`src/rtl/flt_pkg.sv`:
```
// Shared definitions for the half-precision to int16 converter.
// The state list includes ROUND, which is only reachable when FLT2INT_ROUND_EN is defined.
package flt_pkg;

    localparam int EXP_W  = 5;
    localparam int MANT_W = 10;
    localparam int BIAS   = 15;

    localparam logic [15:0] INT_MAX = 16'h7FFF;
    localparam logic [15:0] INT_MIN = 16'h8000;

    // At e = BIAS+MANT_W the hidden-one mantissa is already an integer; at e = BIAS+15 it no longer fits int16.
    localparam logic [EXP_W-1:0] EXP_LSH  = 5'(BIAS + MANT_W);
    localparam logic [EXP_W-1:0] EXP_SAT  = 5'(BIAS + 15);
    localparam logic [EXP_W-1:0] EXP_HALF = 5'(BIAS - 1);

    typedef enum logic [3:0] {
        S_IDLE   = 4'd0,
        S_RD_LO  = 4'd1,
        S_RD_HI  = 4'd2,
        S_DECODE = 4'd3,
        S_SHIFT  = 4'd4,
        S_ROUND  = 4'd5,
        S_NEGATE = 4'd6,
        S_WR_LO  = 4'd7,
        S_WR_HI  = 4'd8,
        S_DONE   = 4'd9
    } state_t;

    function automatic logic rne_up(input logic lsb, input logic rnd, input logic sticky);
        return rnd & (sticky | lsb);
    endfunction

endpackage

```
`src/rtl/flt_grs_shifter.sv`:
```
// Iterative shifter that moves the magnitude by one bit per cycle.
// On right shifts, the bits shifted out feed round and sticky.
module flt_grs_shifter
    import flt_pkg::*;
(
    input  logic        clk,
    input  logic        reset,
    input  logic        i_load,
    input  logic        i_dir,
    input  logic [4:0]  i_count,
    input  logic [15:0] i_mag,
    output logic        o_done,
    output logic [15:0] o_mag,
    output logic        o_guard,
    output logic        o_round,
    output logic        o_sticky
);

    logic [15:0] r_mag;
    logic [4:0]  r_count;
    logic        r_dir;
    logic        r_round;
    logic        r_sticky;

    // Load a new operand, then shift once per cycle until the count runs out.
    always_ff @(posedge clk) begin
        if (reset) begin
            r_mag    <= 16'd0;
            r_count  <= 5'd0;
            r_dir    <= 1'b0;
            r_round  <= 1'b0;
            r_sticky <= 1'b0;
        end else if (i_load) begin
            r_mag    <= i_mag;
            r_count  <= i_count;
            r_dir    <= i_dir;
            r_round  <= 1'b0;
            r_sticky <= 1'b0;
        end else if (r_count != 5'd0) begin
            r_count <= r_count - 5'd1;
            if (r_dir) begin
                r_mag <= {r_mag[14:0], 1'b0};
            end else begin
                r_mag    <= {1'b0, r_mag[15:1]};
                r_round  <= r_mag[0];
                r_sticky <= r_sticky | r_round;
            end
        end
    end

    // o_done marks the cycle in which the last shift happens.
    assign o_done   = (r_count <= 5'd1);
    assign o_mag    = r_mag;
    assign o_guard  = r_mag[0];
    assign o_round  = r_round;
    assign o_sticky = r_sticky;

endmodule

```
`src/rtl/flt2int_conv.sv`:
```
// Half-precision float to int16 converter sharing data_mem and the start/done handshake with the float adder.
// Define FLT2INT_ROUND_EN for round-to-nearest-even; otherwise the result truncates toward zero.
module flt2int_conv
    import flt_pkg::*;
#(
    parameter logic [7:0] SRC_LO = 8'd4,
    parameter logic [7:0] SRC_HI = 8'd5,
    parameter logic [7:0] DST_LO = 8'd6,
    parameter logic [7:0] DST_HI = 8'd7
) (
    input  logic       clk,
    input  logic       reset,
    input  logic       i_start,
    output logic       o_done,
    output logic [7:0] o_mem_addr,
    output logic       o_mem_rd,
    output logic       o_mem_wr,
    output logic [7:0] o_mem_wdata,
    input  logic [7:0] i_mem_rdata
);

`ifdef FLT2INT_ROUND_EN
    localparam state_t AFTER_SHIFT = S_ROUND;
`else
    localparam state_t AFTER_SHIFT = S_NEGATE;
`endif

    state_t      r_state;
    state_t      w_next_state;
    logic [7:0]  r_lo;
    logic [7:0]  r_hi;
    logic [15:0] r_result;
    logic [15:0] w_next_result;
    logic        r_done;
    logic [7:0]  r_mem_addr;
    logic        r_mem_rd;
    logic        r_mem_wr;
    logic [7:0]  r_mem_wdata;
    logic [7:0]  w_addr_d;
    logic        w_rd_d;
    logic        w_wr_d;
    logic [7:0]  w_wdata_d;
    logic        w_done_d;

    logic              w_sign;
    logic [EXP_W-1:0]  w_exp;
    logic [MANT_W-1:0] w_mant;
    logic [15:0]       w_mag;
    logic              w_is_zero;
    logic              w_is_sat;
    logic              w_left;
    logic [4:0]        w_ldist;
    logic [4:0]        w_rdist;
    logic [4:0]        w_k;
    logic              w_load;
    logic [15:0]       w_neg_src;

    logic        w_sh_done;
    logic [15:0] w_sh_mag;
    logic        w_sh_guard;
    logic        w_sh_round;
    logic        w_sh_sticky;

    assign w_sign    = r_hi[7];
    assign w_exp     = r_hi[6:2];
    assign w_mant    = {r_hi[1:0], r_lo};
    assign w_mag     = {5'd0, 1'b1, w_mant};
    assign w_is_zero = (w_exp == 5'd0);
    assign w_is_sat  = (w_exp >= EXP_SAT);
    assign w_left    = (w_exp >= EXP_LSH);
    assign w_ldist   = w_exp - EXP_LSH;
    assign w_rdist   = EXP_LSH - w_exp;
    // Eleven right shifts already empty the 11-bit magnitude, so longer distances are clamped.
    assign w_k       = w_left ? w_ldist : ((w_rdist > 5'd11) ? 5'd11 : w_rdist);

    flt_grs_shifter u_shifter (
        .clk      (clk),
        .reset    (reset),
        .i_load   (w_load),
        .i_dir    (w_left),
        .i_count  ((w_is_zero || w_is_sat) ? 5'd0 : w_k),
        .i_mag    (w_is_zero ? 16'd0 : w_mag),
        .o_done   (w_sh_done),
        .o_mag    (w_sh_mag),
        .o_guard  (w_sh_guard),
        .o_round  (w_sh_round),
        .o_sticky (w_sh_sticky)
    );

`ifdef FLT2INT_ROUND_EN
    logic        r_tiny;
    logic        w_rnd_up;
    logic [16:0] w_rnd_sum;
    logic [15:0] w_rnd_lim;
    logic [15:0] w_rnd_mag;

    // Values below one half never round up, even though the clamped shift leaves bit 10 in round.
    always_ff @(posedge clk) begin
        if (reset) begin
            r_tiny <= 1'b0;
        end else if (r_state == S_DECODE) begin
            r_tiny <= (w_exp < EXP_HALF);
        end
    end

    assign w_rnd_up  = !r_tiny && rne_up(w_sh_guard, w_sh_round, w_sh_sticky);
    assign w_rnd_sum = {1'b0, w_sh_mag} + {16'd0, w_rnd_up};
    assign w_rnd_lim = w_sign ? INT_MIN : INT_MAX;
    assign w_rnd_mag = (w_rnd_sum > {1'b0, w_rnd_lim}) ? w_rnd_lim : w_rnd_sum[15:0];
    assign w_neg_src = r_result;
`else
    logic [2:0] w_unused_grs;
    assign w_unused_grs = {w_sh_guard, w_sh_round, w_sh_sticky};
    assign w_neg_src    = w_sh_mag;
`endif

    // Next-state and next-result logic.
    always_comb begin
        w_next_state  = r_state;
        w_next_result = r_result;
        w_load        = 1'b0;
        case (r_state)
            S_IDLE, S_DONE: begin
                if (i_start) begin
                    w_next_state = S_RD_LO;
                end else begin
                    w_next_state = r_state;
                end
            end
            S_RD_LO: w_next_state = S_RD_HI;
            S_RD_HI: w_next_state = S_DECODE;
            S_DECODE: begin
                w_load = 1'b1;
                if (w_is_zero) begin
                    w_next_result = 16'd0;
                    w_next_state  = S_NEGATE;
                end else if (w_is_sat) begin
                    w_next_result = w_sign ? INT_MIN : INT_MAX;
                    w_next_state  = S_WR_LO;
                end else if (w_k != 5'd0) begin
                    w_next_state = S_SHIFT;
                end else begin
                    w_next_state = AFTER_SHIFT;
                end
            end
            S_SHIFT: begin
                if (w_sh_done) begin
                    w_next_state = AFTER_SHIFT;
                end else begin
                    w_next_state = S_SHIFT;
                end
            end
`ifdef FLT2INT_ROUND_EN
            S_ROUND: begin
                w_next_result = w_rnd_mag;
                w_next_state  = S_NEGATE;
            end
`endif
            S_NEGATE: begin
                w_next_result = w_sign ? (~w_neg_src + 16'd1) : w_neg_src;
                w_next_state  = S_WR_LO;
            end
            S_WR_LO: w_next_state = S_WR_HI;
            S_WR_HI: w_next_state = S_DONE;
            default: w_next_state = S_IDLE;
        endcase
    end

    // Outputs are decoded from the next state so that they register in step with the state.
    always_comb begin
        w_addr_d  = 8'd0;
        w_rd_d    = 1'b0;
        w_wr_d    = 1'b0;
        w_wdata_d = 8'd0;
        w_done_d  = 1'b0;
        case (w_next_state)
            S_RD_LO: begin
                w_rd_d   = 1'b1;
                w_addr_d = SRC_LO;
            end
            S_RD_HI: begin
                w_rd_d   = 1'b1;
                w_addr_d = SRC_HI;
            end
            S_WR_LO: begin
                w_wr_d    = 1'b1;
                w_addr_d  = DST_LO;
                w_wdata_d = w_next_result[7:0];
            end
            S_WR_HI: begin
                w_wr_d    = 1'b1;
                w_addr_d  = DST_HI;
                w_wdata_d = w_next_result[15:8];
            end
            S_DONE:  w_done_d = 1'b1;
            default: w_done_d = 1'b0;
        endcase
    end

    // State, operand bytes, result and registered outputs.
    always_ff @(posedge clk) begin
        if (reset) begin
            r_state     <= S_IDLE;
            r_lo        <= 8'd0;
            r_hi        <= 8'd0;
            r_result    <= 16'd0;
            r_done      <= 1'b0;
            r_mem_addr  <= 8'd0;
            r_mem_rd    <= 1'b0;
            r_mem_wr    <= 1'b0;
            r_mem_wdata <= 8'd0;
        end else begin
            r_state     <= w_next_state;
            r_result    <= w_next_result;
            r_done      <= w_done_d;
            r_mem_addr  <= w_addr_d;
            r_mem_rd    <= w_rd_d;
            r_mem_wr    <= w_wr_d;
            r_mem_wdata <= w_wdata_d;
            if (r_state == S_RD_LO) begin
                r_lo <= i_mem_rdata;
            end
            if (r_state == S_RD_HI) begin
                r_hi <= i_mem_rdata;
            end
        end
    end

    assign o_done      = r_done;
    assign o_mem_addr  = r_mem_addr;
    assign o_mem_rd    = r_mem_rd;
    assign o_mem_wr    = r_mem_wr;
    assign o_mem_wdata = r_mem_wdata;

endmodule
```
`config.mk`:
```
export PLATFORM = sky130hd
export DESIGN_NAME = flt2int_conv
export DESIGN_NICKNAME = d
export VERILOG_FILES = /design/src/rtl/flt_pkg.sv /design/src/rtl/flt_grs_shifter.sv /design/src/rtl/flt2int_conv.sv
export SDC_FILE = /design/constraint.sdc
export NUM_CORES = 1
export LEC_CHECK = 0
export ABC_AREA = 1
export BUFFER_PORTS_ARGS = -buffer_cell sky130_fd_sc_hd__buf_2
export CAP_MARGIN = 0
export CORE_AREA = 2 2 101 103
export DETAILED_ROUTE_END_ITERATION = 16
export DIE_AREA = 0 0 103 105
export PLACE_DENSITY_LB_ADDON = 0.15
export SYNTH_ARGS = -nofsm -noshare
export SYNTH_HDL_FRONTEND = slang
export SYNTH_HIERARCHICAL = 1
export SYNTH_SLANG_ARGS = --single-unit
```
`constraint.sdc`:
```
create_clock -name clk -period 2.5 [get_ports clk]
set_input_delay 0.25 -clock clk [delete_from_list [all_inputs] [get_ports clk]]
set_output_delay 0.25 -clock clk [all_outputs]
set_load 0.005 [all_outputs]
```
==> run_results.csv <==
group,metric,value,unit
outcome,status,"finished, final reports clean",
final_layout,drive_above_1_share,14.26,%
clock_tree,clock_sinks,70,
pwr,powerDensity,1093,mW/mm2
global_routing,grt_usage,20.57,%
setup_path,cp_max_fo,11,
global_routing,grt_antenna_before_repair,0,
pwr,pwr-share-seq,32.9,%
clock_tree,ctsResizeCount,0,
timing,clock.fmax,0.4578,GHz
final_layout,nets,704,
floorplanning,start_util,43.72,%
floorplanning,die_area,0.01082,mm2
timing,fin_crit_sh,87.37,%
synth,syn_inst,660,
clock_tree,htree_num_levels,3,
timing,slew_violations,0,
final_layout,layout_common_cells,"181 x nand2_1, 79 x nor2_1, 70 x dfxtp_1, 63 x nand3_1, 57 x inv_1",
setup_path,worst-endpoint-arrival,2.41,ns
final_layout,antenna-diode-count,0,
drt,drt_wl_total,10.45,mm
clock_tree,clkTransAtPathRegs,0.08,ns
pwr,clockPowerShare,18.1,%
pwr,power.share.switching,46.20,%
synth,avgSynthCellArea,6.385,um2
floorplanning,io_pins,30,
drt,wl_per_cell,12.75,um
place,postPlaceCellArea,0.004425,mm2
global_routing,grt-ovfl-total,0,
drt,ant_nets,0,
setup_path,rr_startpoint,"r_hi[3]$_SDFFE_PP0P_",
floorplanning,placementRows,36,
global_routing,grt_pass1_vias,3713,
final_layout,layout_commonest_cell,"nand2_1",
floorplanning,die_h,105,um
timing,whs,0.1964,ns
hold_path,hold-path-endpoint,"r_hi[1]$_SDFFE_PP0P_",
final_layout,final_cells,820,
floorplanning,die_width,103,um
setup_path,end_kind,"register",
setup_path,reg2reg_to,"u_shifter/r_count[3]$_SDFFE_PP0P_",
timing,max-slew-margin-rel,56.89,%
floorplanning,coreArea,0.009639,mm2
hold_path,hold_class,"in -> reg",
clock_tree,cts.path.max_buffers,2,
global_routing,grt_max_degree,38,
setup_path,start_kind,"register",
setup_path,critPathLaunch,"r_hi[3]$_SDFFE_PP0P_",
place,port_buffers,24,
drt,drc,0,
drt,drtIter0Drc,194,
hold_path,whs_path_depth,3,
synth,syn_area,0.004214,mm2
flow_run,maxCapViolCount,0,
place,dp_hpwl,7.737,mm
timing,timing.setup.tns,0,ns
clock_tree,cts_setup_buffers,0,
pwr,power.net_switching,0.002330,W
timing,finalHoldViolCount,0,
setup_path,r2r_slack,0.32,ns
timing,rsz0062_at_grt,"false",
timing,period_needed,2.184,ns
clock_tree,cts_tree,"yes",
drt,dr.pass1.iters,5,
timing,setup_viol,0,
hold_path,hp-start,"i_mem_rdata[1]",
setup_path,reg2reg_depth,10,
timing,skew,0.007577,ns
clock_tree,cts_buffers,9,
synth,synth_warnings,6,
pwr,p_leak,2.211,nW
drt,vias,4021,
final_layout,fillerInstances,1033,
pwr,p_comb_share,49.1,%
final_layout,fin_area,0.004614,mm2
clock_tree,cts_root_buffer,"clkbuf_8",
place,dp_cells,805,
drt,viasPerCell,4.904,
pwr,max-vdd-ir-drop,0.4787,mV
final_layout,area_growth,9.501,%
setup_path,cp.required,2.72,ns
clock_tree,holdBufCountCts,0,
place,routabilityCongestion,0.8727,
global_routing,grt_pass1_wl,17.91,mm
setup_path,crit_type,"reg -> reg",
pwr,intPower,0.002713,W
timing,tightestPinTransition,0.6459,ns
clock_tree,clock_latency,0.35,ns
power groups by stage:
| stage | clock network, W | registers (W) | logic (W) |
|---|---|---|---|
| 2_1_floorplan | 0 | 0.00161 | 0.00204 |
| 4_1_cts | 0.000942 | 0.00166 | 0.00248 |
| 3_3_place_gp | 0 | 0.00167 | 0.00241 |
| 3_5_place_dp | 0 | 0.00168 | 0.00246 |
| 6_report | 0.000911 | 0.00166 | 0.00248 |
| 5_1_grt | 0.000977 | 0.00170 | 0.00289 |
how the worst max path moves through the flow:
| stage | endpoint | slack [ns] | depth (start not counted) |
|---|---|---|---|
| after floorplan | u_shifter/o_mag[2]$_SDFFE_PP0P_ | 0.74 | 11 |
| after global placement | u_shifter/r_count[3]$_SDFFE_PP0P_ | 0.30 | 10 |
| after detailed placement | u_shifter/r_count[3]$_SDFFE_PP0P_ | 0.31 | 10 |
| after CTS | u_shifter/r_count[3]$_SDFFE_PP0P_ | 0.28 | 10 |
| after global routing | u_shifter/r_count[0]$_SDFFE_PP0P_ | 0.07 | 11 |
| final | u_shifter/r_count[3]$_SDFFE_PP0P_ | 0.32 | 10 |
registers in the layout (all words and copies together), names as in the netlist, 3 cells and up:
| signal | cells |
|---|---|
| u_shifter/o_mag | 16 |
| r_result | 14 |
| o_mem_wdata | 8 |
| r_hi | 8 |
| r_lo | 8 |
| u_shifter/r_count | 5 |
| r_state | 4 |
| o_mem_addr | 3 |
layout make-up:
type / instances / area, um2 / share of cell area (%)
Tap cell: 133 / 166.4 / 3.606
Multi-Input combinational cell: 497 / 2394 / 51.87
Timing Repair Buffer: 34 / 195.2 / 4.230
Clock buffer: 11 / 141.4 / 3.064
Clock inverter: 4 / 47.55 / 1.030
Inverter: 71 / 269.0 / 5.830
Sequential cell: 70 / 1401 / 30.37
through the flow:
stage	utilization, %	power [W]	setup slack (ns)
after floorplan	-	0.003649	0.7404
after global placement	45.91	0.004076	0.2959
after detailed placement	45.91	0.004146	0.3057
after CTS	47.87	0.005074	0.2840
after global routing	47.87	0.005565	0.06723
final	47.87	0.005044	0.3156
critical path: stages (launching register included):
cell and delay, ns:
dfxtp_1 0.35, inv_1 0.22, ha_1 0.20, nand4_1 0.24, inv_1 0.33, nor2_1 0.09, inv_1 0.15, a21oi_1 0.05
or2_2 0.29, nand3_1 0.08, a21oi_1 0.05
per-layer routing:
layer  global-route usage (%)  wire (um)  up-vias
met1                    27.88       5072     1815
met3                    4.415        331        7
met2                    33.40       4953       66
li1                         -          -     2133
met5                        0          0        -
met4                    4.417         94        0
Note: power is estimated with default switching activity, not from simulation.
